===== config.mk =====
export PLATFORM = sky130hd
export DESIGN_NAME = reu_xfer_seq
export DESIGN_NICKNAME = d
export VERILOG_FILES = /design/src/rtl/reu_xfer_seq.sv
export SDC_FILE = /design/constraint.sdc
export NUM_CORES = 1
export LEC_CHECK = 0
export CELL_PAD_IN_SITES_DETAIL_PLACEMENT = 1
export CELL_PAD_IN_SITES_GLOBAL_PLACEMENT = 1
export CORE_MARGIN = 1.5
export CORE_UTILIZATION = 22
export DETAILED_ROUTE_END_ITERATION = 16
export MAX_ROUTING_LAYER = met4
export PLACE_DENSITY = 0.86
export RECOVER_POWER = 100
export SYNTH_ARGS = -nofsm -noshare
export SYNTH_HDL_FRONTEND = slang
export SYNTH_SLANG_ARGS = --single-unit

===== constraint.sdc =====
create_clock -name PHI2 -period 2 [get_ports PHI2]
set_clock_uncertainty 0.15 [all_clocks]
set_input_delay 0.5 -clock PHI2 [delete_from_list [all_inputs] [get_ports PHI2]]
set_output_delay 0.5 -clock PHI2 [all_outputs]
set_load 0.02 [all_outputs]

===== src/rtl/reu_xfer_seq.sv =====
// reu_xfer_seq: REU DMA transfer sequencer (stash/fetch/swap/verify), clocked on PHI2 falling edge.
// Define REU_SWAP_EN to build the two-cycle swap path; otherwise XferType 10 runs as stash.
module reu_xfer_seq #(
    parameter int DMA_SETTLE = 1
) (
    input  logic       PHI2,
    input  logic       Reset,
    input  logic       Execute,
    input  logic       FF00En,
    input  logic       FF00Wr,
    input  logic [1:0] XferType,
    input  logic [1:0] IncMode,
    input  logic       Length1,
    input  logic       BA,
    input  logic [7:0] C64DIn,
    input  logic [7:0] RamDIn,
    output logic       nDMA,
    output logic       AddrOE,
    output logic       C64RW,
    output logic       C64DOE,
    output logic [7:0] C64DOut,
    output logic       RamWE,
    output logic [7:0] RamDOut,
    output logic       NextCA,
    output logic       NextREUA,
    output logic       XferEnd,
    output logic       VerifyErr
);
`ifdef REU_SWAP_EN
    typedef enum logic [2:0] {IDLE, ARM, REQ, SETTLE, XFER, SWAPWR, DONE} state_t;
`else
    typedef enum logic [2:0] {IDLE, ARM, REQ, SETTLE, XFER, DONE} state_t;
`endif
    localparam logic [2:0] SETTLE_INIT = 3'(DMA_SETTLE - 1);
    state_t state, state_nx;
    logic [2:0] cnt;
    logic [1:0] xtype;
    logic byte_done, mismatch;
`ifdef REU_SWAP_EN
    logic [7:0] hold_c, hold_r;
    assign xtype = XferType;
`else
    assign xtype = (XferType == 2'b10) ? 2'b00 : XferType;
`endif
    always_ff @(negedge PHI2) begin
        if (Reset) begin
            state <= IDLE;
            cnt <= '0;
`ifdef REU_SWAP_EN
            hold_c <= '0;
            hold_r <= '0;
`endif
        end else begin
            state <= state_nx;
            if (state == REQ)
                cnt <= SETTLE_INIT;
            else if (state == SETTLE && cnt != '0)
                cnt <= cnt - 3'd1;
`ifdef REU_SWAP_EN
            if (state == XFER && BA && xtype == 2'b10) begin
                hold_c <= C64DIn;
                hold_r <= RamDIn;
            end
`endif
        end
    end
    always_comb begin
        state_nx = state;
        nDMA = 1'b1;
        AddrOE = 1'b0;
        C64RW = 1'b1;
        C64DOE = 1'b0;
        C64DOut = '0;
        RamWE = 1'b0;
        RamDOut = '0;
        byte_done = 1'b0;
        mismatch = 1'b0;
        case (state)
            IDLE: if (Execute) state_nx = FF00En ? ARM : REQ;
            ARM: state_nx = !Execute ? IDLE : (FF00Wr ? REQ : ARM);
            REQ: begin
                nDMA = 1'b0;
                if (BA) state_nx = SETTLE;
            end
            SETTLE: begin
                nDMA = 1'b0;
                if (cnt == '0 && BA) state_nx = XFER;
            end
            // write strobes are gated by BA so a stolen bus never sees a write
            XFER: begin
                nDMA = 1'b0;
                AddrOE = 1'b1;
                C64RW = !(xtype == 2'b01 && BA);
                C64DOE = xtype == 2'b01 && BA;
                C64DOut = (xtype == 2'b01) ? RamDIn : '0;
                RamWE = xtype == 2'b00 && BA;
                RamDOut = (xtype == 2'b00) ? C64DIn : '0;
                mismatch = xtype == 2'b11 && BA && C64DIn != RamDIn;
                byte_done = BA && xtype != 2'b10;
`ifdef REU_SWAP_EN
                if (BA && xtype == 2'b10) state_nx = SWAPWR;
`endif
            end
`ifdef REU_SWAP_EN
            SWAPWR: begin
                nDMA = 1'b0;
                AddrOE = 1'b1;
                C64RW = !BA;
                C64DOE = BA;
                C64DOut = hold_r;
                RamWE = BA;
                RamDOut = hold_c;
                byte_done = BA;
                if (BA) state_nx = XFER;
            end
`endif
            DONE: if (!Execute) state_nx = IDLE;
            default: state_nx = IDLE;
        endcase
        if (byte_done && (Length1 || mismatch)) state_nx = DONE;
        // a reset edge aborts the job, so no completion may be reported in that cycle
        if (Reset) begin
            byte_done = 1'b0;
            mismatch = 1'b0;
        end
    end
    assign NextCA = byte_done && !IncMode[1];
    assign NextREUA = byte_done && !IncMode[0];
    assign XferEnd = byte_done && Length1;
    assign VerifyErr = mismatch;
endmodule


# After elaboration in Yosys (flattened, before gate mapping)
# Cells that the tools add are included.
[word_totals]
ff_bits = 6
latch_bits = 0
mem_bits_rw = 0
romBits = 0
out_inout_bits = 25
memories = 0
[op_classes]
n_addsub = 1
n_mul = 0
n_div = 0
magnitude_cmp = 0
n_eq_ne = 19
shifts = 0
muxes = 23
bitwise_logic = 1
reduce_logical = 24
[op_table]
columns = ["op", "n"]
rows = [
  ["8-bit two-way mux", 4],
  ["3-bit case mux with 6 select lines", 1],
  ["3-bit two-way mux", 5],
  ["1-bit logical AND", 11],
  ["2-bit inequality test, second input constant", 5],
  ["5-bit AND reduction", 2],
  ["1-bit two-way mux", 9],
  ["2-bit two-way mux", 4],
  ["8-bit inequality test", 1],
  ["3-bit by 2-bit == test with 1-bit output, second input constant", 2],
  ["3-bit == test, second input constant", 2],
  ["3-bit zero test", 2],
  ["3-bit inequality test, second input constant", 2],
  ["2-bit == test, second input constant", 2],
  ["2-bit OR reduction", 2],
  ["3-bit by 1-bit == test with 1-bit output, second input constant", 1],
  ["1-bit zero test", 3],
  ["3-bit by 1-bit inequality test with 1-bit output, second input constant", 1],
  ["3-bit by 2-bit inequality test with 1-bit output, second input constant", 1],
  ["3-bit nonzero test", 1],
  ["3-bit OR reduction", 1],
  ["3-bit by 1-bit subtractor with 3-bit output, second input constant", 1],
  ["2-bit by 1-bit == test with 1-bit output, second input constant", 1],
  ["2-bit zero test", 1],
  ["3 further kinds", 3],
]

# Logic depth before layout (Yosys ltp)
[logic_depth]
word_depth = 10
depth_mapped = 6

==> results.sh <==
export IMPL_crit_arrival_ns=2.25
export IMPL_fin_util=0.586
export IMPL_ys_warn_count=0
export IMPL_cts_path_max_buffers=2
export IMPL_ys_types=29
export IMPL_grt_pass1_wl_um=5020
export IMPL_routed_via_density=4.65
export IMPL_p_seq_frac=0.226
export IMPL_setup_slack_ns=-1.16
export IMPL_slew_headroom=0.741
export IMPL_reg2reg_depth=15
export IMPL_synth_area_um2=693
export IMPL_maxCapViolations=0
export IMPL_final_cell_count_no_fill=226
export IMPL_firstDrtPassIters=4
export IMPL_overflow=0
export IMPL_core_um2=3030
export IMPL_drive_above_1_share=0.637
export IMPL_rsz0062_at_grt="true"
export IMPL_drcViolationCount=0
export IMPL_syn_to_final_growth_pct=156
export IMPL_synth_cells=93
export IMPL_slew_violations=0
export IMPL_synth_seq_area_share=0.173
export IMPL_place_ws_ns=-1.29
export IMPL_cts_tree="yes"
export IMPL_nNetsFinal=213
export IMPL_ir_worst_vdd_mv=0.324
export IMPL_worstHoldPathCells=2
export IMPL_place_gp_congestion=0.744
export IMPL_netlist_top_cells_area="dfxtp_1, and2_1, xnor2_1"
export IMPL_hold_path_class="reg2reg"
export IMPL_synth_main_ff_cell="dfxtp_1"
export IMPL_status="complete, but fails checks"
export IMPL_async_reset_ff_frac=0
export IMPL_dieArea_um2=3500
export IMPL_grt_max_degree=9
export IMPL_synth_seq_cells=6
export IMPL_yosysMostFrequentCell="and2_1"
export IMPL_first_global_vias=1096
export IMPL_synth_common_cells="and2_1, nor2_1, xnor2_1"
export IMPL_setup_viol=27
export IMPL_diodes=0
export IMPL_placed_cells=204
export IMPL_first_iter_violations=32
export IMPL_antenna_found_initial=0
export IMPL_worstPathRequired_ns=1.09
export IMPL_yosysTopAreaCell="dfxtp_1"
export IMPL_endpoint_kind="flip-flop"
export IMPL_std_cell_rows=20
export IMPL_violations="negative setup slack"
export IMPL_pwr_density_cell_nw_per_um2=341
export IMPL_final_hold_violation_count=0
export IMPL_grt_usage=0.195
export IMPL_final_antenna_net_count=0
export IMPL_cts_root_buf="clkbuf_4"
export IMPL_path_class="in2reg"
export IMPL_synth_edf_count=0
export IMPL_clock_sinks=6
export IMPL_pwr_share_comb=0.489
export IMPL_power_leakage_nw=0.878
export IMPL_crit_path_start_kind="primary input"
export IMPL_tightest_slew_ns=0.382
export IMPL_dp_hpwl_um=2510
export IMPL_p_switching_mw=0.228
export IMPL_io_pins=52
export IMPL_p_int_mw=0.377
export IMPL_cp_max_fo=2
export IMPL_io_buffers=51
export IMPL_swShare=0.377
export IMPL_pwr_share_clk=0.285
export IMPL_numCtsBuffers=3
export IMPL_synth_nets=122
export IMPL_avgSynthCellArea_um2=7.45
export IMPL_drt_total_wl_um=3560
export IMPL_vias=1051
export IMPL_wl_per_cell_um=15.7
export IMPL_die_width_um=59.1
export IMPL_yosysTopAreaCellShare=0.173
export IMPL_htree_num_levels=1
export IMPL_clk_latency_ns=0.33
export IMPL_die_y_um=59.1
export IMPL_start_util=0.229
export IMPL_clk_pin_slew_ns=0.05
-- area by class of cell --
class	count	area [um^2]
Fill cell	352	1250
Timing Repair Buffer	82	828
Multi-Input combinational cell	78	692
Sequential cell	6	124
Tap cell	44	55.1
Inverter	7	31.3
Clock buffer	3	22.5
Clock inverter	6	22.5
-- metrics by stage --
stage	hold slack, ns	power [mW]	setup TNS (ns)	cell area (um^2)
6_report	0.324	0.606	-27.41	1780
5_1_grt	0.352	0.649	-29.74	1780
4_1_cts	0.329	0.595	-27.47	1630
3_5_place_dp	0.327	0.407	-34.43	1500
3_3_place_gp	0.309	0.399	-33.30	1500
2_1_floorplan	0.300	0.266	-17.97	798
-- what timing repair did --
item,4_1_cts,5_1_grt
resized for setup,170,61
hold buffers,0,0
setup endpoints to repair,31,28
cloned,1,0
pin swaps,9,19
buffers inserted,4,10
-- cells by family after synthesis --
group,synth area share
xor+xnor,0.101
compound gates,0.211
buf+inv,0.0487
flops,0.173
simple gates,0.430
fa+ha+maj,0.0361
-- power by group through the flow --
stage	clock network, mW	logic, mW	registers [mW]
floorplan	0.0217	0.0973	0.147
global placement	0.0217	0.240	0.137
detailed placement	0.0217	0.248	0.138
CTS	0.173	0.286	0.136
global route	0.195	0.316	0.137
finish	0.173	0.296	0.137
-- final timing paths --
| check | startpoint | endpoint | slack (ns) |
|---|---|---|---|
| worst min-delay path | cnt[0]$_SDFFE_NP0P_ | cnt[0]$_SDFFE_NP0P_ | 0.32 |
| worst min register to register | cnt[0]$_SDFFE_NP0P_ | cnt[0]$_SDFFE_NP0P_ | 0.32 |
| worst max register to register | state[1]$_SDFFE_NP0P_ | state[0]$_SDFFE_NP0P_ | -0.30 |
| worst max-delay path | RamDIn[3] | state[0]$_SDFFE_NP0P_ | -1.16 |
-- cell usage in the layout, fill, tap and decap left out, types with 4 or more instances in the layout --
| cell | n |
|---|---|
| buf_4 | 28 |
| nor2_1 | 7 |
| dlymetal6s2s_1 | 9 |
| and2_2 | 14 |
| clkbuf_2 | 4 |
| inv_1 | 10 |
| buf_6 | 31 |
| o21ai_0 | 6 |
| xnor2_1 | 5 |
-- worst max-delay path, cell delays in order --
cell and delay (ns):
dlymetal6s2s_1 0.14, xnor2_1 0.14, nand4_1 0.16, o2111ai_4 0.15, buf_4 0.17, buf_6 0.10, buf_6 0.10, buf_6 0.11
buf_6 0.11, buf_6 0.10, buf_6 0.10, buf_6 0.10, buf_6 0.10, a41oi_2 0.16
-- registers in the layout, summed over array words and instances, names as in the netlist --
| signal | count |
|---|---|
| state | 3 |
| cnt | 3 |
-- layer usage --
| metal | GRT usage | up-vias | share of wire |
|---|---|---|---|
| met1 | 0.181 | 502 | 0.34 |
| met3 | 0.0480 | 11 | 0.051 |
| met5 | - | - | 0 |
| met4 | 0.0455 | 0 | 0.021 |
| met2 | 0.394 | 39 | 0.59 |
| li1 | - | 499 | - |
No activity file was read; power rests on OpenSTA's default activity.
